<file path="src/rtl/fc_backprop_serial.sv">
// fc_backprop_serial: serial backward pass dX[j] = sum_i W[i][j]*G[i].
// Define FC_BP_SAT_EN for a wide accumulator that saturates dX on output.
module fc_backprop_serial #(
  parameter int WORD_SIZE  = 16,
  parameter int LAYER_SIZE = 128,
  parameter int FRAC_BITS  = 8
) (
  input  logic                                      clk,
  input  logic                                      rst,
  input  logic                                      g_valid,
  output logic                                      g_ready,
  input  logic [WORD_SIZE-1:0]                      g_data,
  output logic                                      w_rd_en,
  output logic [$clog2(LAYER_SIZE*LAYER_SIZE)-1:0] w_addr,
  input  logic [WORD_SIZE-1:0]                      w_data,
  output logic                                      dx_valid,
  input  logic                                      dx_ready,
  output logic [WORD_SIZE-1:0]                      dx_data,
  output logic [$clog2(LAYER_SIZE)-1:0]             dx_index,
  output logic                                      busy,
  output logic                                      done
);

  localparam int N  = LAYER_SIZE;
  localparam int W  = WORD_SIZE;
  localparam int CW = $clog2(N);
  localparam int AD = $clog2(N*N);
`ifdef FC_BP_SAT_EN
  localparam int AW = W + CW + 1;
`else
  localparam int AW = W;
`endif

  typedef enum logic [2:0] {
    LOAD,
    ISSUE,
    DRAIN,
    EMIT,
    FINISH
  } state_t;

  state_t              state;
  logic [CW-1:0]       cnt;
  logic [CW-1:0]       i;
  logic [CW-1:0]       j;
  logic [CW-1:0]       i_q;
  logic                rd_q;
  logic signed [AW-1:0] acc;
  logic signed [AW-1:0] acc_nxt;
  logic signed [W-1:0]  prod_w;
  logic [W-1:0]        gbuf [N];

  // Fixed-point product, truncated toward zero on the magnitude.
  function automatic logic signed [W-1:0] tprod(
    input logic signed [W-1:0] a,
    input logic signed [W-1:0] b
  );
    logic signed [2*W-1:0] p;
    logic [2*W-1:0]        mag;
    logic [W-1:0]          m;
    p   = a * b;
    mag = p[2*W-1] ? -p : p;
    m   = mag[FRAC_BITS+W-1:FRAC_BITS];
    return p[2*W-1] ? $signed(-m) : $signed(m);
  endfunction

`ifdef FC_BP_SAT_EN
  localparam logic signed [AW-1:0] SMAX = AW'((1 << (W-1)) - 1);
  localparam logic signed [AW-1:0] SMIN = ~SMAX;

  // Clamp the wide accumulator into the word range.
  function automatic logic [W-1:0] fmt(input logic signed [AW-1:0] v);
    if (v > SMAX) return SMAX[W-1:0];
    if (v < SMIN) return SMIN[W-1:0];
    return v[W-1:0];
  endfunction
`else
  // Wrapping accumulator is already word wide.
  function automatic logic [W-1:0] fmt(input logic signed [AW-1:0] v);
    return W'(v);
  endfunction
`endif

  // Next accumulator value: add the product of last cycle's read.
  always_comb begin
    prod_w  = tprod($signed(w_data), $signed(gbuf[i_q]));
    acc_nxt = acc;
    if (rd_q) acc_nxt = acc + AW'(prod_w);
  end

  // Gradient buffer capture during LOAD.
  always_ff @(posedge clk) begin
    if (!rst && state == LOAD && g_valid && g_ready)
      gbuf[cnt] <= g_data;
  end

  // Control FSM with registered outputs.
  always_ff @(posedge clk) begin
    if (rst) begin
      state    <= LOAD;
      g_ready  <= 1'b0;
      w_rd_en  <= 1'b0;
      w_addr   <= '0;
      dx_valid <= 1'b0;
      dx_data  <= '0;
      dx_index <= '0;
      busy     <= 1'b0;
      done     <= 1'b0;
      cnt      <= '0;
      i        <= '0;
      j        <= '0;
      i_q      <= '0;
      rd_q     <= 1'b0;
      acc      <= '0;
    end else begin
      rd_q <= w_rd_en;
      i_q  <= i;
      acc  <= acc_nxt;
      done <= 1'b0;
      unique case (state)
        LOAD: begin
          g_ready <= 1'b1;
          busy    <= 1'b0;
          if (g_valid && g_ready) begin
            cnt <= cnt + 1'b1;
            if (cnt == CW'(N-1)) begin
              cnt     <= '0;
              g_ready <= 1'b0;
              busy    <= 1'b1;
              i       <= '0;
              j       <= '0;
              acc     <= '0;
              w_rd_en <= 1'b1;
              w_addr  <= '0;
              state   <= ISSUE;
            end
          end
        end
        ISSUE: begin
          if (i == CW'(N-1)) begin
            w_rd_en <= 1'b0;
            state   <= DRAIN;
          end else begin
            i      <= i + 1'b1;
            w_addr <= w_addr + AD'(N);
          end
        end
        DRAIN: begin
          dx_valid <= 1'b1;
          dx_data  <= fmt(acc_nxt);
          dx_index <= j;
          state    <= EMIT;
        end
        EMIT: begin
          if (dx_ready) begin
            dx_valid <= 1'b0;
            if (j == CW'(N-1)) begin
              done  <= 1'b1;
              state <= FINISH;
            end else begin
              j       <= j + 1'b1;
              i       <= '0;
              acc     <= '0;
              w_rd_en <= 1'b1;
              w_addr  <= AD'(j) + AD'(1);
              state   <= ISSUE;
            end
          end
        end
        FINISH: begin
          busy    <= 1'b0;
          g_ready <= 1'b1;
          state   <= LOAD;
        end
        default: state <= LOAD;
      endcase
    end
  end

endmodule

</file>
<file path="config.mk">
export PLATFORM = sky130hd
export DESIGN_NAME = fc_backprop_serial
export DESIGN_NICKNAME = d
export VERILOG_FILES = /design/src/rtl/fc_backprop_serial.sv
export SDC_FILE = /design/constraint.sdc
export NUM_CORES = 2
export LEC_CHECK = 0
export CAP_MARGIN = 20
export CORE_ASPECT_RATIO = 0.9
export CORE_UTILIZATION = 68
export CTS_CLUSTER_SIZE = 30
export DETAILED_ROUTE_END_ITERATION = 16
export HOLD_SLACK_MARGIN = 0.03
export PLACE_DENSITY = 0.85
export SETUP_SLACK_MARGIN = 0.15
export SLEW_MARGIN = 25
export SYNTH_ARGS = -nofsm -noshare
export SYNTH_HDL_FRONTEND = slang
export SYNTH_SLANG_ARGS = --single-unit
</file>
<file path="constraint.sdc">
create_clock -name clk -period 19.4 [get_ports clk]
set_clock_uncertainty 0.2 [all_clocks]
set_input_delay 4.85 -clock clk [delete_from_list [all_inputs] [get_ports clk]]
set_output_delay 4.85 -clock clk [all_outputs]
set_load 0.02 [all_outputs]
</file>
==> flow_summary.toml <==
[route]
top_layer = "met5"
count_of_routing_violations_after_the_opening_detailed_route_iteration = 8396
drt-met1-wl_um = 85500
metal2_wl_um = 124000
drt.antenna.violating_nets = 0
viasPerCell = 7.28
routed_wirelength_um = 263000
detail_route.wl_per_cell_um = 37.8
vias = 50700
drt_pre_antenna_iters = 9
met3WireLength_um = 36000
route.detailed.drc = 0

[pwr]
combinationalPowerShare_pct = 39.0
p_per_area_nw_per_um2 = 144
irDropWorstVdd_mv = 0.459
switchingPower_uw = 5200
leakage_uw = 0.0331
internal-power_uw = 9550
share_of_power_burned_in_registers_pct = 34.4
power_share_of_the_clock_group_pct = 26.6
p_sw_share_pct = 35.2

[logic_synthesis]
yosys_synthesis_warning_count = 0
synth_seq_area_share_pct = 68.0
dominant_combinational_cell_family_by_area_after_synthesis = "multiplexers"
cell_types_with_the_largest_area_share_after_synthesis = "sky130_fd_sc_hd__edfxtp_1 (66%), sky130_fd_sc_hd__mux4_2 (16%), sky130_fd_sc_hd__fa_1 (5.7%)"
synth.ff_latch_count = 2138
synthFlopType = "sky130_fd_sc_hd__edfxtp_1"
synth_largest_type_area_fraction_pct = 66.1
synth_area_um2 = 93100
synth_enable_flop_cells = 2048
nets_in_the_synthesized_netlist = 5156
yosys-mux-area-fraction_pct = 16.6
synth_simple_gate_area_share_pct = 3.79
synth-adder-area-share_pct = 7.04
synthXorXnorAreaFrac_pct = 0.668
async_set_or_reset_register_ratio_after_synthesis_pct = 0
library_cell_occupying_the_most_area_in_the_post_synthesis_netlist = "sky130_fd_sc_hd__edfxtp_1"
netlist_cell_types = 74
post_synth.cell_area_avg_um2 = 19.6
synth_compound_gate_area_share_pct = 1.37
netlist_instances = 4754

[critical_path]
regToRegSetupSlack_ps = 4980
critical_path.most_common_cell = "sky130_fd_sc_hd__inv_1"
critical_path.endpoint_type = "flop"
critical-path-top-delay-family = "adder cells"
critical_path.n_buffers_inverters = 10
crit-reg2reg-capture = "dx_data[14]$_SDFFE_PP0P_"
critical_path.max_fanout = 16
worst-endpoint-required_ps = 19920
rr_worst_depth = 46
timing_worst_setup_path_type = "in2reg"
crit_slowest_cell = "sky130_fd_sc_hd__clkdlybuf4s50_1"
critical_path.startpoint_type = "input port"
cp.arrival_ps = 15200
slowest_delay_ps = 780

[place]
gp_congestion = 0.884
port_buffers = 77
dp_hpwl_um = 139000

[clocking]
clk_pin_slew_ps = 60
cts.repair_timing.setup_buffer_count = 0
cts_made_buffers = 194
cts-root-buf = "sky130_fd_sc_hd__clkbuf_16"
cts_hold_buffers = 0
cts_repair_resize_count = 0
cts_num_sinks = 2138
cts_buffer_depth = 3
htree_levels = 4
tritoncts = "yes"
clk_latency_ps = 850

[finish]
flow.area_growth_from_synthesis_pct = 10.4
fillerInstances = 6623
nets = 5379
final_layout_size_suffix_gt1_share_pct = 22.7

[floorplan]
floorplan.rows = 128
die_w_um = 392
die_height_um = 353
die_area_um2 = 138000
initial_core_util_pct = 68.7
core_region_area_um2 = 135000
ioPinCount = 78

[grt]
first_global_vias = 51200
grtUsageTotal_pct = 39.2
globalRoute.totalOverflow = 0
grt_first_pass_wirelength_um = 377000
antenna_violations_before_repair = 29
maximum_number_of_pins_on_one_net_before_global_route_repair = 129

[hold_path]
min_to = "dx_index[5]$_SDFFE_PP0P_"
hp-start = "dx_index[5]$_SDFFE_PP0P_"
min_path_cells = 2
worst_hold_path_type = "reg2reg"

[timing]
rsz_0062_raised_after_global_routing = "no"
max_clock_freq_mhz = 68.1
timing.setup.tns_ps = 0
setup_viol = 0
slew_headroom_pct = 25.7
final.min_clock_period_ps = 14690
timing.final.crit_share_pct = 75.7
final_hold_viol_count = 0
slew_viol_final = 0
worstMarginPinSlew_ps = 1120
whs_ps = 254

[run_status]
run_status = "complete, no violations"

[job]
max-cap-violations = 0
-- power by group through the flow --
stage / clock, uW / combinational (uW) / sequential [uW]
floorplan: 0 / 4370 / 5170
global placement: 0 / 5460 / 5180
detailed placement: 0 / 5670 / 5180
CTS: 3920 / 5710 / 5080
global route: 4070 / 6390 / 5070
finish: 3920 / 5750 / 5080
-- metal layers --
| layer | vias up | global-route usage, % |
|---|---|---|
| met5 | - | 0.274 |
| met4 | 36 | 20.8 |
| met3 | 1083 | 11.1 |
| met2 | 4976 | 59.9 |
| met1 | 25600 | 52.2 |
| li1 | 19100 | - |
-- cell usage in the layout, fill, tap and decap left out, types with 29 or more instances in the layout --
cell type / n
sky130_fd_sc_hd__edfxtp_1: 2048
sky130_fd_sc_hd__mux4_2: 652
sky130_fd_sc_hd__inv_1: 315
sky130_fd_sc_hd__fa_1: 263
sky130_fd_sc_hd__nor2_1: 235
sky130_fd_sc_hd__clkbuf_16: 198
sky130_fd_sc_hd__buf_4: 190
sky130_fd_sc_hd__nand2_1: 168
sky130_fd_sc_hd__nor2b_1: 104
sky130_fd_sc_hd__ha_1: 103
sky130_fd_sc_hd__dfxtp_1: 85
sky130_fd_sc_hd__clkdlybuf4s50_1: 60
sky130_fd_sc_hd__a21oi_1: 57
sky130_fd_sc_hd__nand2b_1: 53
sky130_fd_sc_hd__clkinv_1: 48
sky130_fd_sc_hd__and2_1: 46
sky130_fd_sc_hd__clkbuf_1: 41
sky130_fd_sc_hd__xnor2_1: 39
sky130_fd_sc_hd__xor2_1: 32
sky130_fd_sc_hd__mux2i_1: 31
sky130_fd_sc_hd__nor3_1: 30
sky130_fd_sc_hd__nand3_1: 29
-- cell usage after synthesis, types with 4 or more instances --
| library cell | n |
|---|---|
| sky130_fd_sc_hd__xnor2_1 | 39 |
| sky130_fd_sc_hd__mux4_1 | 9 |
| sky130_fd_sc_hd__nand2_1 | 168 |
| sky130_fd_sc_hd__o21ai_0 | 26 |
| sky130_fd_sc_hd__ha_1 | 103 |
| sky130_fd_sc_hd__mux2i_1 | 31 |
| sky130_fd_sc_hd__clkbuf_1 | 117 |
| sky130_fd_sc_hd__nor3_1 | 30 |
| sky130_fd_sc_hd__a21o_1 | 18 |
| sky130_fd_sc_hd__mux2i_4 | 5 |
| sky130_fd_sc_hd__buf_4 | 22 |
| sky130_fd_sc_hd__nor2_1 | 240 |
| sky130_fd_sc_hd__edfxtp_1 | 2048 |
| sky130_fd_sc_hd__a31oi_1 | 7 |
| sky130_fd_sc_hd__buf_2 | 53 |
| sky130_fd_sc_hd__a211oi_1 | 20 |
| sky130_fd_sc_hd__buf_6 | 14 |
| sky130_fd_sc_hd__a311oi_1 | 4 |
| sky130_fd_sc_hd__xor2_1 | 32 |
| sky130_fd_sc_hd__and2_1 | 46 |
| sky130_fd_sc_hd__a22oi_1 | 4 |
| sky130_fd_sc_hd__mux2_2 | 5 |
| sky130_fd_sc_hd__o211ai_1 | 6 |
| sky130_fd_sc_hd__a21boi_0 | 4 |
| sky130_fd_sc_hd__dfxtp_1 | 90 |
| sky130_fd_sc_hd__nand2b_1 | 54 |
| sky130_fd_sc_hd__and3_1 | 6 |
| sky130_fd_sc_hd__inv_1 | 316 |
| sky130_fd_sc_hd__or2_2 | 12 |
| sky130_fd_sc_hd__nand3b_1 | 5 |
| sky130_fd_sc_hd__fa_1 | 263 |
| sky130_fd_sc_hd__mux4_2 | 652 |
| sky130_fd_sc_hd__nand4_1 | 13 |
| sky130_fd_sc_hd__nor2b_1 | 104 |
| sky130_fd_sc_hd__a21oi_1 | 57 |
| sky130_fd_sc_hd__nand3_1 | 29 |
| sky130_fd_sc_hd__or3_1 | 10 |
| sky130_fd_sc_hd__o21a_1 | 6 |
| sky130_fd_sc_hd__buf_1 | 26 |
-- cell families (layout without fill, tap and decap cells) --
group	count (synthesis)	in the layout
buf+inv	550	935
simple gates	732	732
xor+xnor	71	71
other cells	0	5
fa+ha+maj	366	366
compound gates	192	192
mux	705	705
flops	2138	2138
-- how the worst max path moves through the flow --
stage                from                        to  slack (ps)  cells after the start
6_report       w_data[15]  dx_data[14]$_SDFFE_PP0P_        4710                     43
5_1_grt        w_data[15]  dx_data[14]$_SDFFE_PP0P_        3860                     43
4_1_cts        w_data[15]  dx_data[14]$_SDFFE_PP0P_        4790                     43
3_5_place_dp   w_data[15]  dx_data[14]$_SDFFE_PP0P_        3990                     43
3_3_place_gp   w_data[15]  dx_data[14]$_SDFFE_PP0P_        4150                     42
2_1_floorplan  w_data[15]  dx_data[14]$_SDFFE_PP0P_        5540                     41
-- flip-flops by register name (all words and copies together), names as in the netlist, named ones only --
signal,flops
acc,16
busy,1
cnt,7
done,1
dx_data,16
dx_index,7
dx_valid,1
g_ready,1
gbuf,2048
i,7
j,7
rd_q,1
state,3
w_addr,14
w_rd_en,1
-- worst register-to-register path: cells and delay by family (launching register included) --
kind	cells	cell delay, ps
muxes	5	2870
xor gates and xnor gates	5	870
AOI/OAI and AO/OA	13	3040
DFF	1	960
and+or+nand+nor	6	770
adders and majority gates	9	4030
buffers and inverters	8	1610
-- layout make-up --
class / count / area (um^2) / share of cell area, %
well taps: 1820 / 2280 / 2.22
clock inverters: 115 / 1130 / 1.10
clock buffers: 243 / 5160 / 5.02
repair buffers: 260 / 2200 / 2.14
flip-flops and latches: 2138 / 63300 / 61.6
diodes: 5 / 12.5 / 0.0122
multi-input cells: 2066 / 27400 / 26.7
inverters: 317 / 1190 / 1.16
-- stage by stage --
step                      total power, uW  cells  util, %  setup slack [ps]  area [um^2]
after floorplan                      9540   4754        -              5540        93100
after global placement              10600   6601     71.2              4150        96400
after detailed placement            10800   6601     71.2              3990        96400
after CTS                           14700   6959     75.8              4790       103000
after global routing                15500   6960     75.8              3860       103000
final                               14700   6964     75.8              4710       103000
Note: power is estimated with default switching activity, not from simulation.
